[config.mk]
export PLATFORM = sky130hd
export DESIGN_NAME = fifo_wptr_wfull
export DESIGN_NICKNAME = d
export VERILOG_FILES = /design/src/rtl/fifo_pkg.sv /design/src/rtl/fifo_bin2gray.sv /design/src/rtl/fifo_wptr_wfull.sv
export SDC_FILE = /design/constraint.sdc
export NUM_CORES = 1
export LEC_CHECK = 0
export BUFFER_PORTS_ARGS = -buffer_cell sky130_fd_sc_hd__buf_2
export CAP_MARGIN = 0
export CORE_AREA = 2 2 39 41
export CTS_BUF_LIST = sky130_fd_sc_hd__clkbuf_16
export DETAILED_ROUTE_END_ITERATION = 8
export DIE_AREA = 0 0 41 43
export GPL_ROUTABILITY_DRIVEN = 0
export PLACE_DENSITY_LB_ADDON = 0.1
export SYNTH_ARGS = -nofsm -noshare
export SYNTH_HDL_FRONTEND = slang
export SYNTH_HIERARCHICAL = 1
export SYNTH_SLANG_ARGS = --single-unit
[constraint.sdc]
create_clock -name Wclk -period 2.2 [get_ports Wclk]
set_input_delay 0.66 -clock Wclk [delete_from_list [all_inputs] [get_ports Wclk]]
set_output_delay 0.66 -clock Wclk [all_outputs]
set_load 0.05 [all_outputs]
[src/rtl/fifo_pkg.sv]
// Shared constants and Gray-code helper for the async FIFO pointer blocks.
package fifo_pkg;

    localparam int DEF_ADDRESS = 3;
    localparam int DEF_PTR_W   = DEF_ADDRESS + 1;
    localparam int GRAY_MAX_W  = 32;

    function automatic logic [GRAY_MAX_W-1:0] bin2gray(input logic [GRAY_MAX_W-1:0] i_bin);
        return (i_bin >> 1) ^ i_bin;
    endfunction

endpackage

[src/rtl/fifo_bin2gray.sv]
// Binary to Gray converter, width W, purely combinational.
// Latency: none. Backpressure: not applicable.
module fifo_bin2gray
    import fifo_pkg::*;
#(
    parameter int W = DEF_PTR_W
) (
    input  logic [W-1:0] i_bin,
    output logic [W-1:0] o_gray
);

    logic [GRAY_MAX_W-1:0] w_gray_ext;

    assign w_gray_ext = bin2gray(GRAY_MAX_W'(i_bin));
    assign o_gray     = w_gray_ext[W-1:0];

endmodule

[src/rtl/fifo_wptr_wfull.sv]
// Write-side pointer and registered full flag for a dual-clock FIFO.
// Latency: pointers and full update on the edge of the write; Winc is ignored while full.
module fifo_wptr_wfull
    import fifo_pkg::*;
#(
    parameter int Address = DEF_ADDRESS
) (
    input  logic               Wclk,
    input  logic               Wrst,
    input  logic               Winc,
    input  logic [Address:0]   Wq2_rptr,
    output logic [Address-1:0] Wadder,
    output logic [Address:0]   Wptr,
    output logic               Wfull
);

    logic [Address:0] r_wbin;
    logic [Address:0] r_wptr;
    logic             r_wfull;

    logic             w_wr_ok;
    logic [Address:0] w_wbin_next;
    logic [Address:0] w_wgray_next;
    logic [Address:0] w_rptr_lap;
    logic             w_full_next;

    assign w_wr_ok     = Winc & ~r_wfull;
    assign w_wbin_next = r_wbin + {{Address{1'b0}}, w_wr_ok};

    fifo_bin2gray #(
        .W (Address + 1)
    ) u_bin2gray (
        .i_bin  (w_wbin_next),
        .o_gray (w_wgray_next)
    );

    // One full lap ahead in Gray space means the top two bits differ, the rest match.
    assign w_rptr_lap  = {~Wq2_rptr[Address:Address-1], Wq2_rptr[Address-2:0]};
    assign w_full_next = (w_wgray_next == w_rptr_lap);

    always_ff @(posedge Wclk or posedge Wrst) begin
        if (Wrst) begin
            r_wbin  <= '0;
            r_wptr  <= '0;
            r_wfull <= 1'b0;
        end else begin
            r_wbin  <= w_wbin_next;
            r_wptr  <= w_wgray_next;
            r_wfull <= w_full_next;
        end
    end

    assign Wadder = r_wbin[Address-1:0];
    assign Wptr   = r_wptr;
    assign Wfull  = r_wfull;

endmodule

==> flow_summary.json <==
{
  "rsz0062_at_grt": "no",
  "setup_viol": 0,
  "row_count": 14,
  "required_ps": 2330,
  "routedWlPerCell_um": 10.5,
  "synthFlopType": "dfrtp_1",
  "ys_types": 9,
  "max_freq_mhz": 491,
  "yosys_register_bits": 9,
  "area_growth_pct": 41.7,
  "layout_setup_ws_ps": 162,
  "detail_route.vias_per_cell": 3.89,
  "nFillCells": 138,
  "clockBufferDepth": 2,
  "synth_top_area_share_pct": 58.3,
  "yosysMostFrequentCell": "dfrtp_1",
  "worst_r2r_path_depth": 7,
  "routed-via-count": 237,
  "root_buffer": "clkbuf_16",
  "drive_above_1_share_pct": 46.7,
  "tightest_slew_ps": 353,
  "maxCapViolCount": 0,
  "slew_headroom_pct": 76.4,
  "finalNetCount": 55,
  "grt_pass1_vias": 253,
  "synth_edf_count": 0,
  "cts_resized": 0,
  "outcome": "complete, no violations",
  "synth_common_cells": "dfrtp_1, xor2_1, buf_4, xnor2_1, ha_1",
  "cts_tree": "done",
  "grt.met1_usage_pct": 8.78,
  "insertion_delay_ps": 230,
  "avgSynthCellArea_um2": 13.8,
  "cts_max_level": 1,
  "synth_nets": 37,
  "ctsHoldBuffers": 0,
  "grt_pass1_wl_um": 1010,
  "cts_made_buffers": 3,
  "grt_overflow": 0,
  "post-place-cells": 57,
  "antennaDiodeCount": 0,
  "path_class": "in -> reg",
  "track_usage_pct": 9.58,
  "initial_core_util_pct": 27.9,
  "design_area_um2": 548,
  "async_flop_share_pct": 100,
  "period_share_pct": 92.6,
  "boundaryPins": 15,
  "final_antenna_net_count": 0,
  "worstPathArrival_ps": 2170,
  "wl_um": 638,
  "met2_usage_pct": 14.7,
  "clk_pin_slew_ps": 40,
  "hold_viol_final": 0,
  "antenna_found_initial": 0,
  "busiest_layer": "met2",
  "dieArea_um2": 1760,
  "yosysTopAreaCell": "dfrtp_1",
  "use_met3_pct": 6.28,
  "slew_viol_final": 0,
  "drt_iter0_drc": 0,
  "layout.cells.non_filler": 61,
  "postCtsSetupRepairBufs": 0,
  "min_period_ps": 2040,
  "die_w_um": 41,
  "syn_area_um2": 387,
  "firstDrtPassIters": 1,
  "place_ws_ps": -102,
  "portBuffers": 14,
  "drc": 0,
  "die_h_um": 43,
  "final_util_pct": 39.6,
  "cp-start-kind": "primary input",
  "crit_fanout": 2,
  "synth_area_leaders": "dfrtp_1, xor2_1, buf_4",
  "yosysSeqAreaShare_pct": 58.3,
  "hold_path.class": "in -> async",
  "grt_max_degree": 10,
  "dpl_cell_area_um2": 469,
  "synth-warning-count": 6,
  "finClkSkew_ps": 2.00,
  "postSynthCellCount": 28,
  "cts.sink_count": 9,
  "fp.coreArea_um2": 1380,
  "worstSetupEndpointType": "flop"
}
==> cell usage in the layout (no fill, tap or decap) <==
cell       Yosys  routed
buf_4          4       3
inv_1          1       2
clkbuf_16      0       3
xnor2_1        3       3
buf_2          0      14
nor4_2         1       1
ha_1           2       2
nor2b_1        1       1
dfrtp_1        9       9
nand3_1        1       1
xor2_1         6       6
==> cells by family (layout without fill, tap and decap cells) <==
group                    count (synthesis)  in the layout  synth area share (%)
buffers and inverters                    5             22                  8.74
XOR/XNOR                                 9              9                  20.4
flip-flops                               9              9                  58.3
AND/OR/NAND/NOR                          3              3                  6.15
adder cells (fa/ha/maj)                  2              2                  6.47
==> per-layer routing <==
metal  routed length (um)  part of all wire, %
met1                  261                   41
met2                  311                   49
met3                   61                  9.6
met4                    4                 0.63
met5                    0                    0
==> critical path: stages <==
cell and delay [ps]:
buf_2 90, nor2b_1 120, ha_1 200, ha_1 200, xor2_1 250, xor2_1 270
xor2_1 110, nor4_2 270
==> per-stage QoR <==
stage / hold slack (ps) / TNS, ps
2_1_floorplan: 479 / 0
3_3_place_gp: 524 / -42.3
3_5_place_dp: 553 / -102
4_1_cts: 399 / 0
5_1_grt: 434 / 0
6_report: 388 / 0
==> worst paths after layout <==
kind | from | end | slack [ps]
max in group asynchronous | Wrst | Wptr[0] | 1560
setup / recovery | Winc | Wfull | 160
setup reg to reg | Wfull | Wfull | 380
hold reg to reg | r_wbin[0] | r_wbin[0] | 550
min in group Wclk | r_wbin[0] | r_wbin[0] | 550
hold / removal | Wrst | r_wbin[3] | 390
==> state kept, by name, indices dropped and copies added (netlist names) <==
register,flops
Wptr,4
r_wbin,4
Wfull,1
==> area by class of cell <==
class                   count  area [um2]  share of cell area (%)
flip-flops and latches      9         225                    41.1
repair buffers             17        92.6                    16.9
well taps                  16        20.0                    3.65
clock inverters             1        3.75                   0.685
multi-input cells          14         128                    23.3
clock buffers               3        75.1                    13.7
inverters                   1        3.75                   0.685
Power is left out: the tool's default activity adds up to more than one toggle a clock period on the data nets, which glitch-free logic cannot reach.
